## src/rtl/arr_access_sched_pkg.sv

```systemverilog
// Shared types and defaults for the round-robin array access scheduler.
// Optional address-error reporting is enabled with ARR_SCHED_ERR_EN.
package arr_sched_pkg;

  typedef int arr_word_t;

  localparam int ARR_SCHED_DEPTH   = 10;
  localparam int ARR_SCHED_NUM_REQ = 4;
  // Address is carried wide so out-of-range values survive for the range check.
  localparam int ARR_CMD_ADDR_W    = 16;

  typedef enum logic [1:0] {
    ARR_IDLE = 2'd0,
    ARR_BUSY = 2'd1,
    ARR_RESP = 2'd2
  } arr_sched_state_e;

  typedef struct packed {
    logic                      write;
    logic [ARR_CMD_ADDR_W-1:0] addr;
    arr_word_t                 wdata;
  } arr_cmd_t;

endpackage

```

## src/rtl/arr_access_sched_if.sv

```systemverilog
// Requester-side bus of the array scheduler: request handshake plus response.
// rsp_err exists only when ARR_SCHED_ERR_EN is defined.
interface arr_sched_if
  import arr_sched_pkg::*;
#(
  parameter int NUM_REQ = ARR_SCHED_NUM_REQ,
  parameter int DEPTH   = ARR_SCHED_DEPTH,
  parameter int ADDR_W  = $clog2(DEPTH)
);
  logic [NUM_REQ-1:0]             req_valid;
  logic [NUM_REQ-1:0]             req_write;
  logic [NUM_REQ-1:0][ADDR_W-1:0] req_addr;
  arr_word_t                      req_wdata [NUM_REQ];
  logic [NUM_REQ-1:0]             req_ready;
  logic [NUM_REQ-1:0]             rsp_valid;
  arr_word_t                      rsp_rdata;
`ifdef ARR_SCHED_ERR_EN
  logic                           rsp_err;

  modport master (output req_valid, req_write, req_addr, req_wdata,
                  input  req_ready, rsp_valid, rsp_rdata, rsp_err);
  modport slave  (input  req_valid, req_write, req_addr, req_wdata,
                  output req_ready, rsp_valid, rsp_rdata, rsp_err);
`else
  modport master (output req_valid, req_write, req_addr, req_wdata,
                  input  req_ready, rsp_valid, rsp_rdata);
  modport slave  (input  req_valid, req_write, req_addr, req_wdata,
                  output req_ready, rsp_valid, rsp_rdata);
`endif
endinterface

```

## src/rtl/arr_access_sched_rr_pick.sv

```systemverilog
// Combinational round-robin picker: first set valid bit searching upward from ptr, wrapping.
module rr_pick #(
  parameter  int NUM_REQ = 4,
  localparam int IDX_W   = $clog2(NUM_REQ)
) (
  input  logic [NUM_REQ-1:0] valid,
  input  logic [IDX_W-1:0]   ptr,
  output logic               found,
  output logic [IDX_W-1:0]   idx
);
  logic [IDX_W-1:0] cand;

  // Scan from the far end so the candidate closest to ptr is written last and wins.
  always_comb begin
    found = 1'b0;
    idx   = '0;
    cand  = '0;
    for (int i = NUM_REQ - 1; i >= 0; i--) begin
      cand = IDX_W'((int'(ptr) + i) % NUM_REQ);
      if (valid[cand]) begin
        found = 1'b1;
        idx   = cand;
      end
    end
  end
endmodule

```

## src/rtl/arr_access_sched.sv

```systemverilog
// Round-robin scheduler serialising single read/write accesses to a shared int array.
// IDLE->BUSY->RESP, one access per 3 cycles; ARR_SCHED_ERR_EN adds the rsp_err flag.
module arr_access_sched
  import arr_sched_pkg::*;
#(
  parameter int NUM_REQ = ARR_SCHED_NUM_REQ,
  parameter int DEPTH   = ARR_SCHED_DEPTH,
  parameter int ADDR_W  = $clog2(DEPTH)
) (
  input  logic       clk,
  input  logic       rst,
  arr_sched_if.slave bus,
  output arr_word_t  arr_q [DEPTH]
);
  localparam int         IDX_W   = $clog2(NUM_REQ);
  localparam logic [1:0] ST_IDLE = ARR_IDLE;
  localparam logic [1:0] ST_BUSY = ARR_BUSY;
  localparam logic [1:0] ST_RESP = ARR_RESP;

  logic [1:0]       state_q, state_d;
  logic [IDX_W-1:0] gnt_q, gnt_d;
  logic [IDX_W-1:0] rr_ptr_q, rr_ptr_d;
  arr_cmd_t         cmd_q, cmd_d;
  arr_word_t        rdata_q, rdata_d;
  logic             pick_found;
  logic [IDX_W-1:0] pick_idx;
  logic             addr_ok;
  logic             accept;

  rr_pick #(.NUM_REQ(NUM_REQ)) u_pick (
    .valid (bus.req_valid),
    .ptr   (rr_ptr_q),
    .found (pick_found),
    .idx   (pick_idx)
  );

  assign addr_ok = cmd_q.addr < ARR_CMD_ADDR_W'(DEPTH);
  // A requester that dropped valid before BUSY forfeits the access.
  assign accept  = (state_q == ST_BUSY) && bus.req_valid[gnt_q];

  always_comb begin
    state_d  = state_q;
    gnt_d    = gnt_q;
    cmd_d    = cmd_q;
    rr_ptr_d = rr_ptr_q;
    rdata_d  = rdata_q;
    case (state_q)
      ST_IDLE: begin
        if (pick_found) begin
          gnt_d       = pick_idx;
          cmd_d.write = bus.req_write[pick_idx];
          cmd_d.addr  = ARR_CMD_ADDR_W'(bus.req_addr[pick_idx]);
          cmd_d.wdata = bus.req_wdata[pick_idx];
          state_d     = ST_BUSY;
        end
      end
      ST_BUSY: begin
        state_d = accept ? ST_RESP : ST_IDLE;
        if (accept) begin
          rdata_d = '0;
          if (addr_ok) begin
            rdata_d = cmd_q.write ? cmd_q.wdata : arr_q[cmd_q.addr[ADDR_W-1:0]];
          end
        end
      end
      ST_RESP: begin
        rr_ptr_d = (gnt_q == IDX_W'(NUM_REQ - 1)) ? '0 : gnt_q + IDX_W'(1);
        state_d  = ST_IDLE;
      end
      default: state_d = ST_IDLE;
    endcase
  end

  always_comb begin
    bus.req_ready = '0;
    bus.rsp_valid = '0;
    if (accept) bus.req_ready[gnt_q] = 1'b1;
    if (state_q == ST_RESP) bus.rsp_valid[gnt_q] = 1'b1;
  end

  assign bus.rsp_rdata = rdata_q;

  always_ff @(posedge clk or posedge rst) begin
    if (rst) begin
      state_q  <= ST_IDLE;
      gnt_q    <= '0;
      rr_ptr_q <= '0;
      cmd_q    <= '0;
      rdata_q  <= '0;
      for (int i = 0; i < DEPTH; i++) arr_q[i] <= '0;
    end else begin
      state_q  <= state_d;
      gnt_q    <= gnt_d;
      rr_ptr_q <= rr_ptr_d;
      cmd_q    <= cmd_d;
      rdata_q  <= rdata_d;
      if (accept && cmd_q.write && addr_ok) arr_q[cmd_q.addr[ADDR_W-1:0]] <= cmd_q.wdata;
    end
  end

`ifdef ARR_SCHED_ERR_EN
  logic err_q;

  always_ff @(posedge clk or posedge rst) begin
    if (rst)         err_q <= 1'b0;
    else if (accept) err_q <= !addr_ok;
  end

  assign bus.rsp_err = err_q;
`endif

endmodule

```

## src/flat_wrapper.sv

```systemverilog
// flat-port wrapper written by rule: the top's interface ports become plain ports
module arr_access_sched_flat import arr_sched_pkg::*;
#(
  parameter int NUM_REQ = ARR_SCHED_NUM_REQ,
  parameter int DEPTH   = ARR_SCHED_DEPTH,
  parameter int ADDR_W  = $clog2(DEPTH)
)
  (clk, rst, arr_q, bus_req_valid, bus_req_write, bus_req_addr, bus_req_wdata, bus_req_ready, bus_rsp_valid, bus_rsp_rdata);
  arr_sched_if #(.NUM_REQ(NUM_REQ), .DEPTH(DEPTH), .ADDR_W(ADDR_W)) bus_i ();
  input  logic clk;
  input  logic rst;
  output arr_word_t arr_q[DEPTH];
  input wire logic [$bits(bus_i.req_valid)-1:0] bus_req_valid;
  input wire logic [$bits(bus_i.req_write)-1:0] bus_req_write;
  input wire logic [$bits(bus_i.req_addr)-1:0] bus_req_addr;
  input wire logic [$bits(bus_i.req_wdata)-1:0] bus_req_wdata;
  output wire logic [$bits(bus_i.req_ready)-1:0] bus_req_ready;
  output wire logic [$bits(bus_i.rsp_valid)-1:0] bus_rsp_valid;
  output wire logic [$bits(bus_i.rsp_rdata)-1:0] bus_rsp_rdata;
  assign bus_i.req_valid = bus_req_valid;
  assign bus_i.req_write = bus_req_write;
  assign bus_i.req_addr = bus_req_addr;
  assign bus_i.req_wdata = {>>{bus_req_wdata}};
  assign bus_req_ready = bus_i.req_ready;
  assign bus_rsp_valid = bus_i.rsp_valid;
  assign bus_rsp_rdata = bus_i.rsp_rdata;
  arr_access_sched #(.NUM_REQ(NUM_REQ), .DEPTH(DEPTH), .ADDR_W(ADDR_W)) u_core (.clk(clk), .rst(rst), .bus(bus_i), .arr_q(arr_q));
endmodule
```

## config.mk

```make
export PLATFORM = sky130hd
export DESIGN_NAME = arr_access_sched_flat
export DESIGN_NICKNAME = d
export VERILOG_FILES = /design/src/rtl/arr_access_sched_pkg.sv /design/src/rtl/arr_access_sched_if.sv /design/src/rtl/arr_access_sched_rr_pick.sv /design/src/rtl/arr_access_sched.sv /design/src/flat_wrapper.sv
export SDC_FILE = /design/constraint.sdc
export NUM_CORES = 1
export LEC_CHECK = 0
export ABC_AREA = 1
export CELL_PAD_IN_SITES_DETAIL_PLACEMENT = 0
export CELL_PAD_IN_SITES_GLOBAL_PLACEMENT = 1
export CORE_ASPECT_RATIO = 1.5
export CORE_UTILIZATION = 38
export DETAILED_ROUTE_END_ITERATION = 8
export PLACE_DENSITY_LB_ADDON = 0.1
export SYNTH_ARGS = -nofsm -noshare
export SYNTH_HDL_FRONTEND = slang
export SYNTH_SLANG_ARGS = --single-unit
export TNS_END_PERCENT = 100
```

## constraint.sdc

```tcl
create_clock -name clk -period 26.9 [get_ports clk]
set_clock_uncertainty 0.15 [all_clocks]
set_input_delay 2.69 -clock clk [delete_from_list [all_inputs] [get_ports clk]]
set_output_delay 2.69 -clock clk [all_outputs]
set_load 0.1 [all_outputs]
```

==> results of run 1 <==
[kinds of logic (layout without fill, tap and decap cells)]
| group | count (synthesis) | after routing | share of synthesized area, % |
|---|---|---|---|
| xor gates and xnor gates | 1 | 1 | 0.0479 |
| DFF | 395 | 395 | 54.1 |
| buffers and inverters | 250 | 660 | 5.50 |
| and+or+nand+nor | 1043 | 1043 | 23.8 |
| adders and majority gates | 4 | 4 | 0.274 |
| AOI/OAI and AO/OA | 521 | 521 | 16.3 |
[metal layers]
metal  share of wire [%]  wire [um]  up-vias  global-route usage (%)
li1                    -          -     8193                       -
met3                 6.7       4920      155                    4.97
met1                  40      29000     8450                    36.7
met5                   0          0        -                       0
met2                  48      35500      846                    50.0
met4                 5.3       3890        0                    15.1
[final timing paths]
path                                                    from                       endpoint  slack [ps]  cells past startpoint
min in group asynchronous                                rst  u_core.arr_q[274]$_DFFE_PP0P_        2530                      2
worst min-delay path             u_core.cmd_q[8]$_DFFE_PP0P_    u_core.cmd_q[8]$_DFFE_PP0P_         330                      2
worst min register to register   u_core.cmd_q[8]$_DFFE_PP0P_    u_core.cmd_q[8]$_DFFE_PP0P_         330                      2
max in group asynchronous                                rst   u_core.arr_q[95]$_DFFE_PP0P_       21610                      4
worst max register to register  u_core.cmd_q[33]$_DFFE_PP0P_  u_core.arr_q[181]$_DFFE_PP0P_       23110                      4
worst max-delay path                        bus_req_valid[0]               bus_req_ready[3]       18590                      8
[worst max-delay path: cells and delay by family]
| family | cells | cell delay, ps |
|---|---|---|
| AO/OA/AOI/OAI | 1 | 230 |
| buffers and inverters | 3 | 2080 |
| AND/OR/NAND/NOR | 4 | 460 |
[cells in the mapped netlist (2+ instances only)]
cell | number | area share [%]
a21oi_1 | 65 | 1.8
buf_2 | 53 | 1.5
inv_1 | 54 | 1.1
nand2_1 | 786 | 16
nor2_1 | 15 | 0.31
o21ai_0 | 325 | 8.9
o21ai_1 | 2 | 0.055
nand3_2 | 9 | 0.49
o311ai_0 | 32 | 1.5
buf_1 | 3 | 0.062
nand4_1 | 32 | 1.1
clkbuf_1 | 136 | 2.8
a22oi_1 | 96 | 3.9
nand3_1 | 195 | 5.3
ha_1 | 4 | 0.27
inv_2 | 3 | 0.062
dfrtp_1 | 395 | 54
[cell type report]
cell class | instances | area [um2] | share of cell area [%]
Clock buffer | 58 | 1200 | 4.81
Multi-Input combinational cell | 1569 | 7480 | 30.0
Sequential cell | 395 | 9890 | 39.6
Inverter | 58 | 228 | 0.913
Timing Repair Buffer | 534 | 5290 | 21.2
Clock inverter | 10 | 105 | 0.421
Tap cell | 600 | 751 | 3.01
[registers in the layout, summed over array words and instances (netlist names)]
register / cells
u_core.cmd_q: 37
u_core.arr_q: 320
u_core.gnt_q: 2
u_core.bus.rsp_rdata: 32
u_core.rr_ptr_q: 2
u_core.state_q: 2
[per-stage QoR]
stage          util (%)  setup WS, ps  area, um2  std cells  hold slack (ps)
2_1_floorplan         -         13080      18300       2214              299
3_3_place_gp       49.7         18600      23600       3156              313
3_5_place_dp       49.7         18590      23600       3156              315
4_1_cts            52.4         18580      24900       3224              334
5_1_grt            52.4         18430      24900       3224              348
6_report           52.4         18590      24900       3224              328
==> metrics, run 1 <==
setup repair bufs after CTS=0; worst skew pair latency=540 ps; GRT Overall Usage=29.7%; via count=17644; Final Hold Vio Count=0; Hold Buf Count CTS=0; vias per cell=5.47; GPL Wtd Cong=0.876; Max Clk Rate=0.120 GHz; most common cell after layout, fill and taps aside=nand2_1; critical path endpoint category=output pin; CTS Sinks=395; fraction of layout cells with a size suffix above 1=4.34%; first-pass GRT wire length=110000 um; Total Nets Final=2755; clk root buf=clkbuf_16; cell chain of the critical path=clkdlybuf4s50_1, nand2_1, nand3_1, nand3_1, a31oi_4, inv_2, nor2_1, clkdlybuf4s50_1; ys async rst share=100%; Mapped Cells=2214; # resized after CTS=0; # port buffers=513; FP Rows=98; fin crit share=30.9%; Critical Path AT=5470 ps; Startpoint Class=input pin; setup TNS=0 ps; final-layout fill cell count=4536; total wire length=73400 um; TritonCTS clock tree=done; Distinct cells, synth=26; outcome=finished clean; Final ANT Viol Nets=0; most frequent cells in the layout=nand2_1, clkdlybuf4s50_1, dfrtp_1, o21ai_0, nand3_1; initial core utilization=38.4%; fin crit period=8310 ps; RSZ-0062 raised after global routing=no; Worst path max stage delay=1160 ps; io pins=514; final global-route overflow total=0; hold crit path type=reg -> reg; detailed-route DRC error count=0; Worst Path Max Fanout=36; Num CTS Buffers=39; Synth Cell Area=18300 um2; final setup vio count=0; core area=47600 um2; prevailing post-synth register cell=dfrtp_1; syn avg cell area=8.25 um2; 1st-iter DRT viols=1396; CTS clk-pin slew, worst paths=60 ps; Die X=181 um; warnings from Yosys=0; clk buf depth=3; Area Growth Syn to Fin=36.5%; data required time at the worst endpoint=24060 ps; Max-Cap Viols=0; DP HPWL=48600 um; Die Y=271 um; count of pins over their slew limit=0; initial antenna violation count=0; EDFF count, synth=0; CTS HTree Levels=2; number of synthesized register bits=395; Slew @ Worst Pin=1150 ps; critical path class=in -> out; die area=49000 um2; routed len/inst=22.8 um; Ant. Diodes=0; Pre-antenna DRT Iters=5; slowest CP cell=clkdlybuf4s50_1; Seq/Total Area, Yosys=54.1%; syn nets=2372; largest net degree at the start of global routing=125; Worst slew margin=23.1%; vias in the first global route=17343
Power of run 1 is left out: the tool's default activity adds up to more than one toggle a clock period on the data nets, which glitch-free logic cannot reach.
==> inputs of run 2 (changes only) <==
Settings changed: CORE_UTILIZATION 38 to 35.
Clock period 26.9 ns to 8.08 ns, I/O delays scaled along.
==> run 2 against run 1 <==
Sequential share of layout area is 0.073 points lower. Critical path type unchanged. First-iteration DRC count up 11%. Routed wire length rose by 2.0%. Largest cell class unchanged.
==> metrics, run 2 (synthesis gave the netlist of run 1 again) <==
r2r startpoint=u_core.cmd_q[33]$_DFFE_PP0P_; # port buffers=513 (unchanged); CTS HTree Levels=2 (unchanged); worst reg-to-reg setup slack=4450 ps (-18660 ps); critical path endpoint category=output pin; clk buf depth=3 (unchanged); outcome=finished clean; data required time at the worst endpoint=7120 ps (-16940 ps); most common cell after layout, fill and taps aside=nand2_1; largest reg by FF count=u_core.arr_q; setup TNS=0 ps (unchanged); via count=17492 (-0.86%); CTS clk-pin slew, worst paths=50 ps (about the same); TritonCTS clock tree=done; 1st-iter DRT viols=1547 (+11%); core area=51600 um2 (+8.4%); DR top layer=met4; Max-Cap Viols=0 (unchanged); Ant. Diodes=0 (unchanged); worst skew pair latency=540 ps (about the same); final setup vio count=0 (unchanged); fin crit period=4540 ps; Pre-antenna DRT Iters=5 (unchanged); largest net degree at the start of global routing=173 (+38%); GRT Overall Usage=27.8% (-1.9 points); Max Clk Rate=0.220 GHz; fin crit share=56.1%; critical path class=in -> out; vias in the first global route=17085 (-1.5%); count of pins over their slew limit=0 (unchanged); hold-critical path depth=2 (unchanged); initial core utilization=35.4% (-3.0 points); Slew @ Worst Pin=1180 ps (+32.6 ps); Worst Path Max Fanout=36 (unchanged); clk root buf=clkbuf_16; detailed-route DRC error count=0 (unchanged); cell chain of the critical path=clkdlybuf4s50_1, nand2_1, nand3_1, nand3_1, a31oi_4, inv_2, nor2_1, clkdlybuf4s50_1; Largest register FFs=320 (unchanged); worst hold start=u_core.cmd_q[12]$_DFFE_PP0P_; io pins=514 (unchanged); Area Growth Syn to Fin=36.8%; RSZ-0062 raised after global routing=no; Critical Path AT=3580 ps (-1890 ps); setup repair bufs after CTS=0 (unchanged); most frequent cells in the layout=nand2_1, clkdlybuf4s50_1, dfrtp_1, o21ai_0, nand3_1; vias per cell=5.30 (-3.1%); routed len/inst=22.7 um (-0.33%); DP HPWL=50300 um (+3.5%); initial antenna violation count=0 (unchanged); FP Rows=102 (+4.1%); GPL Wtd Cong=0.856 (-2.3%); total wire length=74900 um (+2.0%); M1 WL=29800 um (+2.5%); slowest CP cell=clkdlybuf4s50_1; RR Endpoint=u_core.arr_q[272]$_DFFE_PP0P_; first-pass GRT wire length=111000 um (+0.61%); fraction of layout cells with a size suffix above 1=4.19% (-0.15 points); CTS Sinks=395 (unchanged); Die X=189 um (+4.2%); Startpoint Class=input pin; Worst slew margin=20.9% (-2.2 points); Die Y=282 um (+4.2%); die area=53100 um2 (+8.5%); # resized after CTS=0 (unchanged); Final ANT Viol Nets=0 (unchanged); Hold Buf Count CTS=0 (unchanged); Final Hold Vio Count=0 (unchanged); DR WL met3=4710 um (-4.3%); Worst path max stage delay=1160 ps (about the same); Total Nets Final=2757 (+0.073%); WHS Endpoint=u_core.cmd_q[12]$_DFFE_PP0P_; Reg2Reg Depth=6 (+2); final global-route overflow total=0 (unchanged); Met2 Routed Length=36700 um (+3.2%); hold crit path type=reg -> reg; Num CTS Buffers=41 (+5.1%)
## run 2: cell types whose count changed in the layout (fill, tap and decap cells not counted), sizes merged
cell / change
clkbuf: +3
clkinv: -2
buf: +1
bufinv: -1
clkdlybuf4s50: -1
clkinvlp: +1
inv: -1
## run 2: worst max-delay path: cells and delay by family
| kind | cells | cell delay, ps |
|---|---|---|
| AO/OA/AOI/OAI | 1 | 230 |
| buffers and inverters | 3 | 2050 |
| AND/OR/NAND/NOR | 4 | 490 |
## run 2: area by class of cell
| cell class | count | area, um2 |
|---|---|---|
| Clock buffer | 61 | 1190 |
| Clock inverter | 7 | 65.1 |
| Fill cell | 5083 | 26600 |
| Inverter | 58 | 224 |
| Multi-Input combinational cell | 1569 | 7470 |
| Sequential cell | 395 | 9890 |
| Tap cell | 676 | 846 |
| Timing Repair Buffer | 534 | 5320 |
## run 2: metal layers
metal | global-route usage (%) | vias up
li1 | - | 8181
met1 | 34.1 | 8480
met2 | 47.3 | 698
met3 | 4.84 | 133
met4 | 13.3 | 0
met5 | 0 | -
## run 2: per-stage QoR
stage,area [um2],setup slack (ps),hold slack [ps],instances,util (%)
floorplan,18300,1810,299,2214,-
global placement,23700,3550,314,3232,46.1
detailed placement,23700,3510,315,3232,46.1
CTS,25000,3500,331,3300,48.5
global route,25000,3380,341,3300,48.5
finish,25000,3540,328,3300,48.5
## run 2: how the worst max path moves through the flow
stage,startpoint,end,depth (start not counted)
floorplan,rst,u_core.arr_q[0]$_DFFE_PP0P_,1
global placement,bus_req_valid[0],bus_req_ready[2],8
detailed placement,bus_req_valid[0],bus_req_ready[3],8
CTS,bus_req_valid[0],bus_req_ready[3],8
global route,bus_req_valid[0],bus_req_ready[2],8
finish,bus_req_valid[0],bus_req_ready[1],8
Power of run 2 is left out for the same reason.
==> inputs of run 3 (changes only) <==
Clock period 8.08 ns to 4.3 ns, I/O delays scaled along.
==> run 3 against run 2 <==
Global-route usage fell by 0.11 points. Register-to-register slack got worse by 3400 ps. Utilization rose by 0.40 points. Count of clock-buffer cells in the layout fell by 2. Cell count rose by 0.39%. Flip-flop and latch count did not move. Design area rose by 0.83%. Worst hold slack got worse by 46 ps. First-iteration DRC count fell by 13%. Routed wire length fell by 0.34%. Die area did not move. Via count rose by 0.88%. Critical path type is now reg -> out.
==> metrics, run 3 (synthesis gave the netlist of run 1 again) <==
outcome=finished clean; # resized after CTS=0 (unchanged); via count=17646 (+0.88%); vias in the first global route=17131 (+0.27%); Die X=189 um (unchanged); routed len/inst=22.5 um (-0.73%); DP HPWL=52100 um (+3.6%); Area Growth Syn to Fin=37.9%; detailed-route DRC error count=0 (unchanged); worst skew pair latency=540 ps (about the same); die area=53100 um2 (unchanged); final global-route overflow total=0 (unchanged); final core utilization=48.9% (+0.40 points); GPL Wtd Cong=0.896 (+4.8%); hold crit path type=in -> async; clk root buf=clkbuf_16; post-route cell area=25200 um2 (+0.83%); Pre-antenna DRT Iters=5 (unchanged); io pins=514 (unchanged); largest net degree at the start of global routing=86 (-50%); # port buffers=513 (unchanged); GRT Overall Usage=27.7% (-0.11 points); largest reg by FF count=u_core.arr_q; 1st-iter DRT viols=1353 (-13%); Num CTS Buffers=40 (-2.4%); Slew @ Worst Pin=1170 ps (-13.6 ps); Final ANT Viol Nets=0 (unchanged); fraction of layout cells with a size suffix above 1=5.01% (+0.81 points); Fin Hold WS=283 ps (-45.6 ps); data required time at the worst endpoint=3720 ps (-3400 ps); critical path endpoint category=output pin; first-pass GRT wire length=111000 um (-0.14%); Worst slew margin=21.9% (+0.91 points); Max-Cap Viols=0 (unchanged); Ant. Diodes=0 (unchanged); Largest register FFs=320 (unchanged); most common cell after layout, fill and taps aside=nand2_1; setup repair bufs after CTS=0 (unchanged); Area after DPL=23900 um2 (+0.50%); fin crit period=3290 ps; clk buf depth=3 (unchanged); initial core utilization=35.4% (unchanged); TritonCTS clock tree=done; RSZ-0062 raised after global routing=no; initial antenna violation count=0 (unchanged); vias per cell=5.33 (+0.48%); fin crit share=76.6%; CTS clk-pin slew, worst paths=60 ps (about the same); Startpoint Class=flop; FP Rows=102 (unchanged); Die Y=282 um (unchanged); Worst Path Max Fanout=36 (unchanged); most frequent cells in the layout=nand2_1, clkdlybuf4s50_1, dfrtp_1, o21ai_0, nand3_1; CTS HTree Levels=2 (unchanged); Final Hold Vio Count=0 (unchanged); Critical Path AT=2710 ps (-870 ps); CTS Sinks=395 (unchanged); core area=51600 um2 (unchanged); total wire length=74600 um (-0.34%); Hold Buf Count CTS=0 (unchanged); count of pins over their slew limit=0 (unchanged); Total Nets Final=2768 (+0.40%); final setup vio count=0 (unchanged); Max Clk Rate=0.304 GHz; critical path class=reg -> out
run 3: cell types whose count changed in the layout (fill, tap and decap cells not counted), moves of 2 or more:
cell	delta
clkdlybuf4s50_1	-4
buf_4	+13
clkbuf_8	+3
buf_12	+3
bufinv_16	+2
clkbuf_1	-5
run 3: worst paths after layout:
check                           slack (ps)  cells after the start                    startpoint                             to
worst max-delay path                  1010                      7   u_core.gnt_q[1]$_DFFE_PP0P_               bus_req_ready[0]
worst min-delay path                   280                      2                           rst  u_core.arr_q[114]$_DFFE_PP0P_
worst max register to register        1030                      5  u_core.cmd_q[34]$_DFFE_PP0P_  u_core.arr_q[117]$_DFFE_PP0P_
worst min register to register         330                      2  u_core.cmd_q[11]$_DFFE_PP0P_   u_core.cmd_q[11]$_DFFE_PP0P_
max in group asynchronous             2650                      3                           rst    u_core.cmd_q[8]$_DFFE_PP0P_
min in group clk                       330                      2  u_core.cmd_q[11]$_DFFE_PP0P_   u_core.cmd_q[11]$_DFFE_PP0P_
run 3: area by class of cell:
cell class	instances	area, um2
well taps	676	846
clock inverters	10	131
fillers	5063	26400
flip-flops and latches	395	9890
multi-input cells	1569	7470
inverters	58	224
repair buffers	546	5430
clock buffers	59	1210
run 3: routing by layer:
metal | vias to the layer above | share of wire, % | track usage (%)
li1 | 8225 | - | -
met2 | 797 | 50 | 47.5
met5 | - | 0 | 0
met1 | 8498 | 39 | 34.0
met4 | 0 | 4.7 | 12.8
met3 | 126 | 6.7 | 4.46
run 3: metrics by stage:
stage	std cells	worst slack [ps]	setup TNS, ps
2_1_floorplan	2214	-1600	-630350
3_3_place_gp	3244	877	0
3_5_place_dp	3244	869	0
4_1_cts	3313	885	0
5_1_grt	3313	837	0
6_report	3313	1010	0
run 3: worst max-delay path, cell delays in order (launching register included):
cell and delay, ps:
dfrtp_1 480, inv_1 160, nand3_1 130, nand3_1 110
a31oi_4 280, inv_2 430, nor2_1 240, buf_4 320
Power of run 3 is left out for the same reason.
